**src/rtl/codificador_hamming_tx_if.sv**
```systemverilog
// Purpose: bundles the nibble-in / codeword-out signals of the Hamming(8,4) transmitter.
// Latency: n/a (wiring only).
// Backpressure: listo_out is the ready signal; valido_in is ignored while it is low.
// Ports:
//   datos_in[3:0], valido_in, mascara_error[7:0]     -> driven by the producer (master)
//   listo_out, palabra_out[7:0], palabra_valida,
//   tx_serial, tx_activo, hecho                     -> driven by the encoder (slave)
interface codificador_hamming_tx_if;
  logic [3:0] datos_in;
  logic       valido_in;
  logic [7:0] mascara_error;
  logic       listo_out;
  logic [7:0] palabra_out;
  logic       palabra_valida;
  logic       tx_serial;
  logic       tx_activo;
  logic       hecho;

  modport master (
    output datos_in, valido_in, mascara_error,
    input  listo_out, palabra_out, palabra_valida, tx_serial, tx_activo, hecho
  );

  modport slave (
    input  datos_in, valido_in, mascara_error,
    output listo_out, palabra_out, palabra_valida, tx_serial, tx_activo, hecho
  );
endinterface

```
**src/rtl/codificador_hamming_tx.sv**
```systemverilog
// Purpose: SECDED Hamming(8,4) encoder with error-mask injection and LSB-first serialiser.
// Latency: codeword registered 1 edge after acceptance; first serial bit 2 edges after; one word per 11 cycles.
// Backpressure: listo_out high only in IDLE; valido_in is ignored (not queued) while busy.
// Ports:
//   clk, rst            : clock and synchronous active-high reset
//   bus (slave modport) : datos_in/valido_in/mascara_error in; listo_out, palabra_out,
//                         palabra_valida, tx_serial, tx_activo, hecho out
module codificador_hamming_tx (
  input  logic                      clk,
  input  logic                      rst,
  codificador_hamming_tx_if.slave   bus
);

  typedef enum logic [1:0] {
    IDLE      = 2'd0,
    CODIFICA  = 2'd1,
    TRANSMITE = 2'd2,
    FIN       = 2'd3
  } estado_t;

  // Word captured at acceptance; stays stable while the FSM is busy.
  typedef struct packed {
    logic [3:0] datos;
    logic [7:0] mascara;
  } captura_t;

  estado_t    estado, estado_sig;
  captura_t   captura;
  logic [2:0] cuenta;
  logic [7:0] palabra_q;
  logic [7:0] codigo;
  logic       aceptar;
  logic       palabra_valida_q;
  logic       tx_serial_q;
  logic       tx_activo_q;
  logic       hecho_q;

  // Codeword layout: {g0, w3, w2, w1, p2, w0, p1, p0}
  always_comb begin
    codigo    = 8'h00;
    codigo[2] = captura.datos[0];
    codigo[4] = captura.datos[1];
    codigo[5] = captura.datos[2];
    codigo[6] = captura.datos[3];
    codigo[0] = captura.datos[0] ^ captura.datos[1] ^ captura.datos[3];
    codigo[1] = captura.datos[0] ^ captura.datos[2] ^ captura.datos[3];
    codigo[3] = captura.datos[1] ^ captura.datos[2] ^ captura.datos[3];
    codigo[7] = ^codigo[6:0];
  end

  assign bus.listo_out = (estado == IDLE);

  // State register
  always_ff @(posedge clk) begin
    if (rst) begin
      estado <= IDLE;
    end else begin
      estado <= estado_sig;
    end
  end

  // Next-state logic
  always_comb begin
    estado_sig = estado;
    aceptar    = 1'b0;
    case (estado)
      IDLE: begin
        if (bus.valido_in) begin
          aceptar    = 1'b1;
          estado_sig = CODIFICA;
        end
      end
      CODIFICA:  estado_sig = TRANSMITE;
      TRANSMITE: if (cuenta == 3'd7) estado_sig = FIN;
      FIN:       estado_sig = IDLE;
      default:   estado_sig = IDLE;
    endcase
  end

  // Datapath. Every output is registered from the current state, so the serial
  // stream and hecho trail the FSM by one cycle.
  always_ff @(posedge clk) begin
    if (rst) begin
      captura          <= '0;
      cuenta           <= 3'd0;
      palabra_q        <= 8'h00;
      palabra_valida_q <= 1'b0;
      tx_serial_q      <= 1'b0;
      tx_activo_q      <= 1'b0;
      hecho_q          <= 1'b0;
    end else begin
      palabra_valida_q <= 1'b0;
      tx_serial_q      <= 1'b0;
      tx_activo_q      <= 1'b0;
      hecho_q          <= 1'b0;

      if (aceptar) begin
        captura.datos   <= bus.datos_in;
        captura.mascara <= bus.mascara_error;
      end

      case (estado)
        CODIFICA: begin
          // Mask is applied unmodified, so multi-bit errors pass straight through.
          palabra_q        <= codigo ^ captura.mascara;
          palabra_valida_q <= 1'b1;
          cuenta           <= 3'd0;
        end
        TRANSMITE: begin
          tx_serial_q <= palabra_q[cuenta];
          tx_activo_q <= 1'b1;
          cuenta      <= cuenta + 3'd1;
        end
        FIN: begin
          hecho_q <= 1'b1;
        end
        default: begin
        end
      endcase
    end
  end

  assign bus.palabra_out    = palabra_q;
  assign bus.palabra_valida = palabra_valida_q;
  assign bus.tx_serial      = tx_serial_q;
  assign bus.tx_activo      = tx_activo_q;
  assign bus.hecho          = hecho_q;

endmodule

```
**src/flat_wrapper.sv**
```systemverilog
// flat-port wrapper written by rule: the top's interface ports become plain ports
module codificador_hamming_tx_flat 
  (clk, rst, bus_datos_in, bus_valido_in, bus_mascara_error, bus_listo_out, bus_palabra_out, bus_palabra_valida, bus_tx_serial, bus_tx_activo, bus_hecho);
  codificador_hamming_tx_if bus_i ();
  input  logic clk;
  input  logic rst;
  input wire logic [$bits(bus_i.datos_in)-1:0] bus_datos_in;
  input wire logic [$bits(bus_i.valido_in)-1:0] bus_valido_in;
  input wire logic [$bits(bus_i.mascara_error)-1:0] bus_mascara_error;
  output wire logic [$bits(bus_i.listo_out)-1:0] bus_listo_out;
  output wire logic [$bits(bus_i.palabra_out)-1:0] bus_palabra_out;
  output wire logic [$bits(bus_i.palabra_valida)-1:0] bus_palabra_valida;
  output wire logic [$bits(bus_i.tx_serial)-1:0] bus_tx_serial;
  output wire logic [$bits(bus_i.tx_activo)-1:0] bus_tx_activo;
  output wire logic [$bits(bus_i.hecho)-1:0] bus_hecho;
  assign bus_i.datos_in = bus_datos_in;
  assign bus_i.valido_in = bus_valido_in;
  assign bus_i.mascara_error = bus_mascara_error;
  assign bus_listo_out = bus_i.listo_out;
  assign bus_palabra_out = bus_i.palabra_out;
  assign bus_palabra_valida = bus_i.palabra_valida;
  assign bus_tx_serial = bus_i.tx_serial;
  assign bus_tx_activo = bus_i.tx_activo;
  assign bus_hecho = bus_i.hecho;
  codificador_hamming_tx u_core (.clk(clk), .rst(rst), .bus(bus_i));
endmodule
```
**config.mk**
```make
export PLATFORM = sky130hd
export DESIGN_NAME = codificador_hamming_tx_flat
export DESIGN_NICKNAME = d
export VERILOG_FILES = /design/src/rtl/codificador_hamming_tx_if.sv /design/src/rtl/codificador_hamming_tx.sv /design/src/flat_wrapper.sv
export SDC_FILE = /design/constraint.sdc
export NUM_CORES = 1
export LEC_CHECK = 0
export ABC_AREA = 0
export CORE_MARGIN = 4
export CORE_UTILIZATION = 52
export DETAILED_ROUTE_END_ITERATION = 8
export PLACE_DENSITY_LB_ADDON = 0.25
export SLEW_MARGIN = 20
export SYNTH_ARGS = -nofsm -noshare
export SYNTH_HDL_FRONTEND = slang
export SYNTH_SLANG_ARGS = --single-unit
```
**constraint.sdc**
```tcl
create_clock -name clk -period 2.47 [get_ports clk]
set_input_delay 0.3705 -clock clk [delete_from_list [all_inputs] [get_ports clk]]
set_output_delay 0.3705 -clock clk [all_outputs]
set_load 0.02 [all_outputs]
```
==> impl_metrics.toml <==
[status]
status = "finished, final reports clean"

[grt]
grt_overflow = 0
grt_max_degree = 24
grtUsageTotal_pct = 15.6
grt_pass1_wl_mm = 3.92
grt_pass1_vias = 891
grt_antenna_before_repair = 0

[logic_synthesis]
syn_area_um2 = 1260
synthCells = 137
ys_types = 19
yosys_warnings = 0
yosys_register_bits = 29
ys_seq_area_share_pct = 46.0
synthesis.nets = 159
syn_avg_cell_area_um2 = 9.22

[worst_setup_path]
crit_family = "buffers and inverters"
max_stage_delay_ps = 630
crit_fanout = 4
crit_path_top_delay_cell = "clkdlybuf4s50_1"
required_ps = 2100
cp_cell_sequence = "inv_1 > ha_1 > clkdlybuf4s50_1"
cp-end-kind = "primary output"
worst-path-buf-inv = 2
crit_arrival_ps = 1620
crit_type = "reg -> out"
start_kind = "flop"

[layout]
num-fill-cells = 190
final_common_cell = "dfxtp_1"
multiInputGateArea_um2 = 648
stdcell_area_um2 = 1600
layout-drive-gt1-share_pct = 4.85
mostFrequentLayoutCells = "dfxtp_1, clkdlybuf4s50_1, nand2_1"
seq_area_um2 = 581
syn_to_final_growth_pct = 27.1
antenna_cells = 0
final_core_util_pct = 71.1
instances_no_fill = 193
fin_nets = 187

[clock_network]
clk_latency_ps = 320
ctsResizeCount = 0
cts-buffers-inserted = 5
cts_root_buf = "clkbuf_4"
post_cts_buffers = 0
htree_levels = 2
path_clk_slew_ps = 80
cts_sinks = 29
cts_tree = "built"
clock_path_buffers = 2
holdBufCountCts = 0

[floorplan]
die_w_um = 57.3
start_util_pct = 56.0
std_cell_rows = 17
core_area_um2 = 2250
die_y_um = 57.3
io_pins = 28
dieArea_um2 = 3280

[timing]
hold_violations = 0
max_freq_mhz = 502
finalSetupViolCount = 0
worst_slew_pin_slew_ps = 502
rsz0062_at_grt = "no"
fin_crit_ps = 1990
post-route-period-util_pct = 80.6
drv_slew = 0
clock_skew_ps = 9.57
hold_slack_ps = 472
fin_tns_setup_ps = 0
slew_headroom_pct = 66.6

[pwr]
max-vdd-ir-drop_mv = 0.622
seqPwrFrac_pct = 38.1
p_sw_uw = 691
p_int_uw = 1130
pwr-share-comb_pct = 46.3
sw_frac_of_total_pct = 38.0
p_per_area_nw_per_um2 = 1130
cellLeakagePower_uw = 0.000586
power_frac_clock_pct = 15.6

[route]
wl_per_cell_um = 12.1
top_layer = "met4"
ant_nets = 0
via_per_inst = 4.99
routed_wl_mm = 2.34
met1_length_mm = 1.04
post-route-drc-count = 0
drt_first_pass_iters = 3
drt_first_iter_violations = 3
routed-via-count = 963
wl_met2_mm = 1.13
dr_wl_met3_um = 131

[place]
placed_cell_area_um2 = 1550
portBuffers = 27
gp_congestion = 0.711
dp_cells = 186
dp_hpwl_mm = 1.73

[run]
drv_cap = 0

[worst_hold_path]
min_path_type = "reg -> reg"
[per-layer routing]
layer	global-route usage [%]	up-vias
met4	7.95	0
met5	0	-
li1	-	512
met3	4.75	5
met1	16.9	426
met2	27.2	20
[layout make-up]
type / instances / area share (%)
Sequential cell: 29 / 36.2
Inverter: 2 / 0.468
Tap cell: 28 / 2.18
Timing Repair Buffer: 28 / 17.3
Clock buffer: 7 / 3.43
Multi-Input combinational cell: 99 / 40.4
[tightest hold or removal path: stages, from the launching register on]
cell and delay [ps]:
dfxtp_1 330, nand2_1 50, a21oi_1 50
[power groups by stage]
stage | logic [uW] | registers [uW] | clock network, uW
2_1_floorplan | 509 | 766 | 0
3_3_place_gp | 821 | 697 | 0
3_5_place_dp | 852 | 705 | 0
4_1_cts | 853 | 694 | 292
5_1_grt | 936 | 712 | 311
6_report | 843 | 694 | 284
[synthesized netlist by cell type]
cell / instances / share of area (%)
nand2_1: 25 / 7.4
buf_1: 2 / 0.59
clkbuf_1: 5 / 1.5
inv_1: 2 / 0.59
dfxtp_1: 29 / 46
mux2_2: 1 / 0.89
nand3_1: 3 / 1.2
nor2b_1: 3 / 1.5
ha_1: 7 / 6.9
nor2_1: 9 / 2.7
xnor2_1: 14 / 9.7
nand3b_1: 1 / 0.59
a21o_1: 1 / 0.59
a211oi_1: 9 / 5.4
a21oi_1: 17 / 6.7
and2_1: 2 / 0.99
or2b_1: 1 / 0.59
nand2b_1: 4 / 2.0
mux4_1: 2 / 4.2
[kinds of logic after synthesis]
logic type               Yosys count  share of synthesized area (%)
AND/OR/NAND/NOR                   48                           16.9
flip-flops                        29                           46.0
AO/OA/AOI/OAI                     27                           12.7
XOR/XNOR                          14                           9.71
buffers and inverters              9                           2.68
adder cells (fa/ha/maj)            7                           6.94
multiplexers                       3                           5.05
[final timing paths]
kind                                   startpoint                   end  slack, ps  depth (start not counted)
worst max-delay path             u_core.estado[1]         bus_listo_out        480                          3
worst min-delay path            u_core.captura[7]     u_core.captura[7]        470                          2
worst max register to register   u_core.cuenta[0]  u_core.bus.tx_serial        940                          3
worst min register to register  u_core.captura[7]     u_core.captura[7]        470                          2
[registers in the layout (all words and copies together), names as in the netlist]
signal                     cells
u_core.estado                  2
u_core.cuenta                  3
u_core.bus.palabra_valida      1
u_core.captura                12
u_core.bus.tx_activo           1
u_core.bus.tx_serial           1
u_core.bus.palabra_out         8
u_core.bus.hecho               1
[stage by stage]
step | setup WS, ps | total power, uW
after CTS | 458 | 1840
after global routing | 400 | 1960
after floorplan | 1040 | 1270
after detailed placement | 825 | 1560
after global placement | 868 | 1520
final | 478 | 1820
Power figures use the tool's default switching activity.
